$ cat src/rtl/boreal_frame_serializer.sv
// Boreal frame serializer: accepts 8-channel frames into a ping-pong pair of
// slots and streams them one sample per cycle, oldest frame first, with an
// optional per-channel DC-offset tracker in front of the output register.
module boreal_frame_serializer #(
  parameter int N_CH     = 8,
  parameter int DC_EN    = 1,
  parameter int DC_SHIFT = 6
) (
  input  logic                clk,
  input  logic                rst,
  input  logic                in_valid,
  input  logic [127:0]        in_frame,
  output logic                in_ready,
  output logic                out_valid,
  output logic signed [15:0]  out_sample,
  output logic [2:0]          out_ch,
  output logic                out_last,
  output logic                overrun,
  output logic [15:0]         frame_count
);

  localparam int         DATA_W  = 16;
  localparam int         OFF_W   = 24;
  localparam logic [2:0] LAST_CH = 3'(N_CH - 1);

  localparam logic [0:0] ST_IDLE   = 1'b0;
  localparam logic [0:0] ST_STREAM = 1'b1;

  localparam logic signed [DATA_W:0] SAT_HI = 17'sh07fff;
  localparam logic signed [DATA_W:0] SAT_LO = 17'sh18000;

  // Clamp a 17-bit difference into the signed 16-bit output range.
  function automatic logic signed [DATA_W-1:0] sat16(input logic signed [DATA_W:0] v);
    if (v > SAT_HI) return 16'sh7fff;
    if (v < SAT_LO) return 16'sh8000;
    return v[DATA_W-1:0];
  endfunction

  // One step of the first-order DC tracker in Q16.8:
  // off + ((x<<8) - off) >>> DC_SHIFT. The result stays between off and x<<8,
  // so it always fits back into 24 bits.
  function automatic logic signed [OFF_W-1:0] dc_next(input logic signed [OFF_W-1:0] off,
                                                      input logic signed [DATA_W-1:0] x);
    logic signed [OFF_W:0] err;
    logic signed [OFF_W:0] acc;
    err = $signed({x[DATA_W-1], x, 8'h00}) - $signed({off[OFF_W-1], off});
    acc = $signed({off[OFF_W-1], off}) + (err >>> DC_SHIFT);
    return acc[OFF_W-1:0];
  endfunction

  logic [0:0]                state_q, state_d;
  logic [2:0]                ch_q, ch_d;
  logic                      rd_ptr_q, rd_ptr_d;
  logic                      wr_ptr_q, wr_ptr_d;
  logic [1:0]                full_q, full_d;
  logic [1:0][127:0]         slot_q, slot_d;
  logic                      overrun_q, overrun_d;
  logic [15:0]               frame_count_q, frame_count_d;
  logic signed [OFF_W-1:0]   off_q [N_CH];
  logic signed [OFF_W-1:0]   off_d [N_CH];
  logic                      out_valid_q, out_valid_d;
  logic [2:0]                out_ch_q, out_ch_d;
  logic                      out_last_q, out_last_d;
  logic signed [DATA_W-1:0]  out_sample_q, out_sample_d;

  logic                      accept;
  logic                      drop;
  logic                      emit;
  logic [2:0]                emit_ch;
  logic [127:0]              emit_frame;
  logic signed [DATA_W-1:0]  emit_x;
  logic signed [DATA_W:0]    dc_diff;

  // A slot is free whenever the registered state shows fewer than two full slots.
  assign in_ready = ~(full_q[0] & full_q[1]);
  assign accept   = in_valid & in_ready;
  assign drop     = in_valid & ~in_ready;

  // Slot bookkeeping, streamer sequencing and the DC-corrected output sample.
  always_comb begin
    state_d       = state_q;
    ch_d          = ch_q;
    rd_ptr_d      = rd_ptr_q;
    wr_ptr_d      = wr_ptr_q;
    full_d        = full_q;
    slot_d        = slot_q;
    overrun_d     = overrun_q;
    frame_count_d = frame_count_q;
    off_d         = off_q;
    out_valid_d   = 1'b0;
    out_ch_d      = out_ch_q;
    out_last_d    = out_last_q;
    out_sample_d  = out_sample_q;
    emit          = 1'b0;
    emit_ch       = ch_q;
    emit_frame    = slot_q[rd_ptr_q];
    emit_x        = '0;
    dc_diff       = '0;

    // Slots are filled and drained in the same order, so the write pointer
    // always lands on the free slot whenever in_ready is high.
    if (accept) begin
      slot_d[wr_ptr_q] = in_frame;
      full_d[wr_ptr_q] = 1'b1;
      wr_ptr_d         = ~wr_ptr_q;
      frame_count_d    = frame_count_q + 16'd1;
    end
    if (drop) begin
      overrun_d = 1'b1;
    end

    case (state_q)
      ST_IDLE: begin
        // Channel 0 comes from a waiting slot (back-to-back case) or straight
        // from the incoming frame, so it is registered on the accept edge.
        emit_ch = '0;
        if (full_q[rd_ptr_q]) begin
          emit = 1'b1;
        end else if (accept) begin
          emit       = 1'b1;
          emit_frame = in_frame;
        end
        if (emit) begin
          state_d = ST_STREAM;
          ch_d    = 3'd1;
        end
      end
      default: begin
        emit = 1'b1;
        if (ch_q == LAST_CH) begin
          // Slot is released on the edge that registers its last sample.
          full_d[rd_ptr_q] = 1'b0;
          rd_ptr_d         = ~rd_ptr_q;
          state_d          = ST_IDLE;
          ch_d             = '0;
        end else begin
          ch_d = ch_q + 3'd1;
        end
      end
    endcase

    if (emit) begin
      emit_x      = emit_frame[{emit_ch, 4'b0000} +: DATA_W];
      dc_diff     = $signed({emit_x[DATA_W-1], emit_x})
                  - $signed({off_q[emit_ch][OFF_W-1], off_q[emit_ch][OFF_W-1:8]});
      out_valid_d = 1'b1;
      out_ch_d    = emit_ch;
      out_last_d  = (emit_ch == LAST_CH);
      if (DC_EN != 0) begin
        out_sample_d    = sat16(dc_diff);
        off_d[emit_ch]  = dc_next(off_q[emit_ch], emit_x);
      end else begin
        out_sample_d = emit_x;
      end
    end
  end

  // Control, offsets and output registers; reset discards any buffered frames.
  always_ff @(posedge clk) begin
    if (rst) begin
      state_q       <= ST_IDLE;
      ch_q          <= '0;
      rd_ptr_q      <= 1'b0;
      wr_ptr_q      <= 1'b0;
      full_q        <= '0;
      overrun_q     <= 1'b0;
      frame_count_q <= '0;
      out_valid_q   <= 1'b0;
      out_ch_q      <= '0;
      out_last_q    <= 1'b0;
      out_sample_q  <= '0;
      for (int i = 0; i < N_CH; i++) begin
        off_q[i] <= '0;
      end
    end else begin
      state_q       <= state_d;
      ch_q          <= ch_d;
      rd_ptr_q      <= rd_ptr_d;
      wr_ptr_q      <= wr_ptr_d;
      full_q        <= full_d;
      overrun_q     <= overrun_d;
      frame_count_q <= frame_count_d;
      out_valid_q   <= out_valid_d;
      out_ch_q      <= out_ch_d;
      out_last_q    <= out_last_d;
      out_sample_q  <= out_sample_d;
      off_q         <= off_d;
    end
  end

  // Frame storage is pure data; its contents are qualified by full_q.
  always_ff @(posedge clk) begin
    slot_q <= slot_d;
  end

  assign out_valid   = out_valid_q;
  assign out_sample  = out_sample_q;
  assign out_ch      = out_ch_q;
  assign out_last    = out_last_q;
  assign overrun     = overrun_q;
  assign frame_count = frame_count_q;

endmodule
$ cat config.mk
export PLATFORM = sky130hd
export DESIGN_NAME = boreal_frame_serializer
export DESIGN_NICKNAME = d
export VERILOG_FILES = /design/src/rtl/boreal_frame_serializer.sv
export SDC_FILE = /design/constraint.sdc
export NUM_CORES = 1
export LEC_CHECK = 0
export ABC_CLOCK_PERIOD_IN_PS = 7300
export BUFFER_PORTS_ARGS = -buffer_cell sky130_fd_sc_hd__buf_2
export CAP_MARGIN = 30
export CORE_MARGIN = 1
export CORE_UTILIZATION = 55
export CTS_CLUSTER_DIAMETER = 80
export CTS_CLUSTER_SIZE = 12
export DETAILED_ROUTE_END_ITERATION = 8
export PLACE_DENSITY = 0.77
export SYNTH_ARGS = -nofsm -noshare
export SYNTH_HDL_FRONTEND = slang
export SYNTH_SLANG_ARGS = --single-unit
$ cat constraint.sdc
create_clock -name clk -period 7.3 [get_ports clk]
set_clock_uncertainty 0.05 [all_clocks]
set_input_delay 1.095 -clock clk [delete_from_list [all_inputs] [get_ports clk]]
set_output_delay 1.095 -clock clk [all_outputs]
set_load 0.02 [all_outputs]
==> metrics.md, run 1 <==
| Metric | Value |
|---|---|
| CP arrival | `7.35 ns` |
| Clock Pin Slew Worst Setup and Hold Paths | `0.06 ns` |
| Top cell by count, worst path | `nand2_1` |
| Busiest grt layer | `met2` |
| Synth unique cells | `66` |
| Cell Area, Synth | `22490 um^2` |
| Max-slew violation count | `0` |
| Overall routing resource usage | `0.3062` |
| CTS Buf Count | `47` |
| Leakage power | `~0.009 uW` |
| Post-Synth XOR/XNOR Area | `0.02715` |
| Drt drc | `0` |
| RSZ-0062 raised after global routing | `no` |
| Clock sink total | `494` |
| CP Class | `register to register` |
| Hold Path Class | `register to register` |
| Largest family of logic cells by synthesized area | `compound AO/OA/AOI/OAI gates` |
| Critical Path RT | `7.76 ns` |
| Fmax | `145.2 MHz` |
| Met1 usage | `0.3880` |
| Post-synthesis simple-gate area fraction | `0.1222` |
| Post-synthesis adder-cell area fraction | `0.02782` |
| Chip width | `around 200 um` |
| Proportion of layout cells with a drive suffix above 1 | `0.1687` |
| Routed WL per cell | `22.29 um` |
| Area Overhead vs Synth | `13.75%` |
| TritonCTS clock tree | `done` |
| Peak supply drop | `about 0.25 mV` |
| R2R setup slack | `0.41 ns` |
| Compound-Gate Fraction of Synth Area | `0.1485` |
| Reg2reg start | `ch_q[1]$_SDFFE_PP0P_` |
| Fin area | `25580 um^2` |
| Worst Tran Pin Value | `approximately 1.1 ns` |
| Met2 Usage GRT | `0.5109` |
| Clk pwr share | `0.256` |
| HPWL after detailed placement | `42730 um` |
| Total Negative Setup Slacks | `0 ns` |
| Hold wc startpoint | `off_q[32]$_SDFFE_PP0P_` |
| Final setup violating endpoints | `0` |
| RePlAce Congestion | `0.9842` |
| Port bufs | `169` |
| Max Cap Viol | `0` |
| Fin nets | `about 2.5k` |
| Met3 Usage GRT | `0.05038` |
| Status | `finished, final reports clean` |
| Post-synthesis register bit count | `about 490` |
| Number of enable flip-flop cells after synthesis | `about 260` |
| Post-synthesis sequential area ratio | `0.5537` |
| Switch share | `0.3772` |
| Clock Latency Late Sink | `0.62 ns` |
| Min-Delay Endpoint | `off_q[32]$_SDFFE_PP0P_` |
| Prevailing post-synth register cell | `edfxtp_1` |
| Vias in the first global route | `17.46k` |
| Synth area leader | `edfxtp_1` |
| Initial antenna violation count | `7` |
| Crit path max fanout | `15` |
| Post-Syn Area per Cell | `between 10 and 15 um^2` |
| Pin count of the biggest net entering global routing | `between 100 and 150` |
| Postcts setup bufs | `0` |
| Sw Pwr | `3296 uW` |
| Core area | `~40000 um^2` |
| Post-synth ARST share | `0` |
| PD cells | `341.6 nW/um^2` |
| Die ar. | `about 42000 um^2` |
| R2R Path End | `off_q[68]$_SDFFE_PP0P_` |
| Hold path depth | `2` |
| Final WS setup | `0.4150 ns` |
| Mapped Cells | `about 2.2k` |
| CTS root buf | `clkbuf_16` |
| Clock period minus worst slack | `6.885 ns` |
| Post-synthesis mux area share | `0.08857` |
| Via density | `about 6` |
| # rows | `73` |
| DRT iter0 DRCs | `~1.7k` |
| Crit share post-route | `0.9432` |
| Congestion Overflow GR | `0` |
| Critical path's slowest cell | `xnor2_1` |
| Htree depth | `2` |
| Synth top area cells | `edfxtp_1 (34%), dfxtp_1 (21%), nand2_1 (7.4%)` |
| Total power | `8738 uW` |
| I/O pin count | `170` |
| CP startpoint kind | `register` |
| Wirelength, routed | `about 64000 um` |
| Die height | `204.2 um` |
| Cell internal pwr | `5442 uW` |
| Hold Violations, Final | `0` |
| Worst-case setup slack after placement | `between 0.3 and 0.4 ns` |
| First-pass GRT wire length | `97520 um` |
| Synth top area share | `0.3418` |
| Post-synthesis net count | `2352` |
| Placed Area | `24170 um^2` |
| Drt pass-1 iters | `6` |
| Part of the power in registers | `0.376` |
| Relative slew margins | `0.2784` |
| Worst-case clock buffer depth | `3` |
| Vias | `around 18k` |
| Post-detailed-route count of antenna-violating nets | `0` |
| Logic gate share of total power | `0.368` |
| Worst R2R Path Depth | `26` |
| Initial Util | `0.5621` |
| Crit. End Element | `register` |
| Ys Warns | `0` |
| Slowest stage delay, CP | `around 0.60 ns` |
## metal layers
layer	vias up	routed length (um)
met2	865	31080
met5	-	45
li1	8087	-
met3	183	5371
met1	8572	24710
met4	6	2739
## power by group through the flow
stage          combinational, uW  clock (uW)  sequential [uW]
2_1_floorplan               2090           0             3370
3_3_place_gp                3050           0             3320
3_5_place_dp                3120           0             3340
4_1_cts                     3140        2260             3280
5_1_grt                     3460        2360             3300
6_report                    3220        2240             3280
## cells in the mapped netlist, types with 4 or more instances
| library cell | instances |
|---|---|
| o221ai_1 | 7 |
| mux2i_1 | 67 |
| o21a_1 | 9 |
| a22oi_1 | 5 |
| nor3_1 | 22 |
| buf_2 | 6 |
| xnor2_1 | 34 |
| a31oi_1 | 17 |
| nor2b_1 | 8 |
| o221a_2 | 4 |
| nand3_1 | 21 |
| o21ai_0 | 72 |
| a211o_1 | 7 |
| and2_1 | 12 |
| mux4_2 | 45 |
| buf_1 | 11 |
| edfxtp_1 | 256 |
| nand4_1 | 7 |
| nand2b_1 | 9 |
| mux2_2 | 25 |
| and3_1 | 8 |
| dfxtp_1 | 238 |
| a21oi_1 | 297 |
| clkbuf_1 | 134 |
| or3_1 | 4 |
| nor2_1 | 126 |
| nand2_1 | 441 |
| a211oi_1 | 43 |
| a21o_1 | 20 |
| ha_1 | 46 |
| o22ai_1 | 41 |
| a22o_1 | 11 |
| inv_1 | 33 |
| o21bai_1 | 7 |
| xor2_1 | 33 |
## kinds of logic (layout without fill, tap and decap cells)
family / after synthesis / count (layout)
xor+xnor: 68 / 68
simple gates: 671 / 671
fa+ha+maj: 49 / 49
mux: 138 / 138
other cells: 0 / 3
flops: 494 / 494
buf+inv: 187 / 355
compound gates: 566 / 566
## sequential cells by signal, indices dropped and copies added, names as in the netlist
| register | cells |
|---|---|
| ch_q | 3 |
| frame_count | 16 |
| full_q | 2 |
| off_q | 192 |
| out_ch | 3 |
| out_last | 1 |
| out_sample | 16 |
| out_valid | 1 |
| overrun | 1 |
| rd_ptr_q | 1 |
| slot_q | 256 |
| state_q | 1 |
| wr_ptr_q | 1 |
## final cells by class
class | instances | area [um^2]
antenna | 3 | 7.507
clock buffer | 69 | 1259
clock inverter | 5 | 90.09
fill | 3128 | 14430
inverter | 33 | 123.9
multi-input combinational | 1492 | 9363
sequential | 494 | 12460
tap | 525 | 656.9
timing repair buffer | 248 | 1623
## timing repair
item	4_1_cts	5_1_grt
hold endpoints to repair	0	0
setup endpoints to repair	0	46
hold buffers	0	0
gates resized for setup	0	1
## worst max path at each step
stage / end / start / cells after the start
after floorplan: off_q[119]$_SDFFE_PP0P_ / rd_ptr_q$_SDFFE_PP0P_ / 30
after global placement: off_q[119]$_SDFFE_PP0P_ / in_valid / 27
after detailed placement: off_q[90]$_SDFFE_PP0P_ / in_valid / 25
after CTS: off_q[68]$_SDFFE_PP0P_ / rd_ptr_q$_SDFFE_PP0P_ / 26
after global routing: off_q[162]$_SDFFE_PP0P_ / rd_ptr_q$_SDFFE_PP0P_ / 26
final: off_q[68]$_SDFFE_PP0P_ / ch_q[1]$_SDFFE_PP0P_ / 26
## worst max-delay path: cells and delay by family, from the launching register on
kind	cells	cell delay (ns)
adders and majority gates	2	0.81
xor gates and xnor gates	2	0.76
AOI/OAI and AO/OA	8	1.87
muxes	1	0.39
DFF	1	0.59
buffers and inverters	1	0.08
and+or+nand+nor	12	2.25
## cells in the final DEF, fill, tap and decap left out, types with 4 or more instances in the layout
| cell | instances |
|---|---|
| nand2_1 | 440 |
| a21oi_1 | 297 |
| edfxtp_1 | 256 |
| dfxtp_1 | 235 |
| buf_2 | 168 |
| nor2_1 | 123 |
| o21ai_0 | 72 |
| buf_4 | 68 |
| mux2i_1 | 67 |
| clkbuf_16 | 47 |
| ha_1 | 46 |
| mux4_2 | 45 |
| a211oi_1 | 43 |
| o22ai_1 | 41 |
| inv_1 | 33 |
| xor2_1 | 33 |
| xnor2_1 | 33 |
| mux2_2 | 25 |
| clkbuf_1 | 22 |
| nand3_1 | 21 |
| a21o_1 | 20 |
| nor3_1 | 20 |
| a31oi_1 | 17 |
| a22o_1 | 11 |
| and2_1 | 10 |
| o21a_1 | 9 |
| nand2b_1 | 9 |
| o221ai_1 | 7 |
| nand4_1 | 7 |
| a211o_1 | 7 |
| o21bai_1 | 7 |
| and3_1 | 7 |
| nor2b_1 | 6 |
| buf_16 | 6 |
| a22oi_1 | 5 |
| o221a_2 | 4 |
| or3_1 | 4 |
| buf_12 | 4 |
## metrics by stage
step                      utilization  hold WS [ns]  std cells
after floorplan                     -        0.3811       2173
after global placement         0.6010        0.3864       2785
after detailed placement       0.6041        0.3948       2790
after CTS                      0.6378        0.4029       2864
after global routing           0.6394        0.4191       2868
final                          0.6394        0.4020       2869
Note: power is estimated with default switching activity, not from simulation.
==> inputs of run 2 (changes only) <==
Settings changed: CAP_MARGIN 30 to 20, CORE_ASPECT_RATIO set to 0.75.
==> run 2 against run 1 <==
Sequential cell count is the same. Power up 0.11%. Wire length up 1.1%. Final area decreased by 0.99%. Setup slack improved by 0.24 ns. Largest power group unchanged.
==> metrics.md, run 2 (synthesized netlist as in run 1, its figures left out) <==
| Metric | Value |
|---|---|
| Worst Tran Pin Value | `1.206 ns (+0.1281 ns)` |
| Peak supply drop | `0.2952 mV (+20%)` |
| Core area | `39890 um^2 (-0.30%)` |
| Max FFs per register | `256 (unchanged)` |
| Fin nets | `2479 (-0.64%)` |
| Leakage power | `0.009124 uW (-1.3%)` |
| Critical Path RT | `7.66 ns (-0.10 ns)` |
| Most frequent cells in the layout | `nand2_1 (440), a21oi_1 (297), edfxtp_1 (256)` |
| Total power | `8748 uW (+0.11%)` |
| Final setup violating endpoints | `0 (unchanged)` |
| PD cells | `345.4 nW/um^2 (+1.1%)` |
| CTS Buf Count | `47 (unchanged)` |
| Top cell by count, worst path | `o21ai_0` |
| Relative slew margins | `0.1899 (-0.08851)` |
| CP arrival | `7.00 ns (-0.35 ns)` |
| RSZ-0062 raised after global routing | `no` |
| Hold Path Class | `register to register` |
| Clock period minus worst slack | `6.648 ns (-0.2373 ns)` |
| Fmax | `150.4 MHz (+3.6%)` |
| Vias | `17.59k (-0.67%)` |
| Critical path's slowest cell | `dfxtp_1` |
| Vias in the first global route | `16.92k (-3.1%)` |
| Postcts setup bufs | `0 (unchanged)` |
| Footprint of the multi-input gates | `9376 um^2 (+0.15%)` |
| Worst-case setup slack after placement | `0.5086 ns (+0.1451 ns)` |
| RePlAce Congestion | `0.9400 (-4.5%)` |
| Proportion of layout cells with a drive suffix above 1 | `0.1636 (-0.005087)` |
| Overall routing resource usage | `0.3067 (+0.0005091)` |
| Chip width | `235.5 um (+15%)` |
| Slowest stage delay, CP | `0.47 ns (-0.13 ns)` |
| Status | `finished, final reports clean` |
| Non-Filler Instances | `2840 (-1.0%)` |
| Commonest non-fill, non-tap cell in the layout | `nand2_1` |
| Final WS setup | `0.6523 ns (+0.2373 ns)` |
| Clock Pin Slew Worst Setup and Hold Paths | `0.06 ns (about the same)` |
| Drt drc | `0 (unchanged)` |
| Htree depth | `2 (unchanged)` |
| Crit path max fanout | `12 (-3)` |
| Max Cap Viol | `0 (unchanged)` |
| Clock sink total | `494 (unchanged)` |
| Congestion Overflow GR | `0 (unchanged)` |
| Biggest regs | `slot_q (256), off_q (192)` |
| # placed instances | `2769 (-0.75%)` |
| Die ar. | `41710 um^2 (about the same)` |
| Via density | `6.195 (+0.34%)` |
| # rows | `63 (-14%)` |
| Resize count post-CTS | `0 (unchanged)` |
| HPWL after detailed placement | `42590 um (-0.33%)` |
| Pin count of the biggest net entering global routing | `144 (+5.1%)` |
| Largest register by flop count | `slot_q` |
| FF+latch area | `12460 um^2 (unchanged)` |
| Wirelength, routed | `64640 um (+1.1%)` |
| CP Class | `register to register` |
| Port bufs | `169 (unchanged)` |
| Hold Violations, Final | `0 (unchanged)` |
| Initial Util | `0.5638 (+0.001693)` |
| DRT iter0 DRCs | `2063 (+21%)` |
| Initial antenna violation count | `7 (unchanged)` |
| TritonCTS clock tree | `done` |
| CTS root buf | `clkbuf_16` |
| Worst-case clock buffer depth | `3 (unchanged)` |
| Fillers | `3155 (+0.86%)` |
| Drt pass-1 iters | `8 (+2)` |
| Max-slew violation count | `0 (unchanged)` |
| Cts hold-fix bufs | `0 (unchanged)` |
| Die height | `177.1 um (-13%)` |
| Crit. End Element | `register` |
| Routed WL per cell | `22.76 um (+2.1%)` |
| First-pass GRT wire length | `98410 um (+0.91%)` |
| Crit share post-route | `0.9106 (-0.03251)` |
| CP startpoint kind | `register` |
| Post-detailed-route count of antenna-violating nets | `0 (unchanged)` |
| Area Overhead vs Synth | `12.62%` |
| Total Negative Setup Slacks | `0 ns (unchanged)` |
| Clock Latency Late Sink | `0.58 ns (-0.04 ns)` |
| Final core utilization | `0.6350 (-0.004411)` |
| I/O pin count | `170 (unchanged)` |
-- run 2: cell type report --
type / count / area share
inverters: 33 / 0.004891
repair buffers: 232 / 0.05602
well taps: 520 / 0.02569
flip-flops and latches: 494 / 0.4919
diodes: 4 / 0.0003952
multi-input cells: 1492 / 0.3702
clock inverters: 3 / 0.001433
clock buffers: 62 / 0.04950
-- run 2: worst paths after layout --
kind / from / cells past startpoint / slack (ns) / end
setup reg to reg: state_q$_SDFF_PP0_ / 27 / 0.65 / off_q[47]$_SDFFE_PP0P_
hold reg to reg: off_q[62]$_SDFFE_PP0P_ / 2 / 0.40 / off_q[62]$_SDFFE_PP0P_
setup / recovery: state_q$_SDFF_PP0_ / 27 / 0.65 / off_q[47]$_SDFFE_PP0P_
hold / removal: off_q[62]$_SDFFE_PP0P_ / 2 / 0.40 / off_q[62]$_SDFFE_PP0P_
-- run 2: stage by stage --
step	hold slack (ns)	area (um^2)
3_3_place_gp	0.3885	23950
4_1_cts	0.4037	25260
3_5_place_dp	0.3958	23970
6_report	0.4039	25330
5_1_grt	0.4182	25320
2_1_floorplan	0.3811	22490
-- run 2: worst max-delay path, delay by kind of cell, from the launching register on --
family                   cells  cell delay, ns
AND/OR/NAND/NOR             12            2.25
buffers and inverters        1            0.05
adder cells (fa/ha/maj)      2            0.76
XOR/XNOR                     2            0.53
AO/OA/AOI/OAI               10            2.36
flip-flops                   1            0.47
-- run 2: metal layers --
metal  share of wire  vias up  wire length, um  global-route usage
met5         0.00063        -               41                   0
met4           0.027        6             1715             0.09314
met3            0.10      150             6624             0.07580
met1            0.43     8518            27630              0.4323
met2            0.44      880            28630              0.4682
li1                -     8040                -                   -
-- run 2: report_power, final --
group / internal, uW / leakage (uW) / switching (uW)
logic: 1070 / 0.00417 / 2200
clock network: 1190 / 0.000626 / 1010
registers: 3170 / 0.00433 / 104
total: 5440 / 0.00912 / 3310
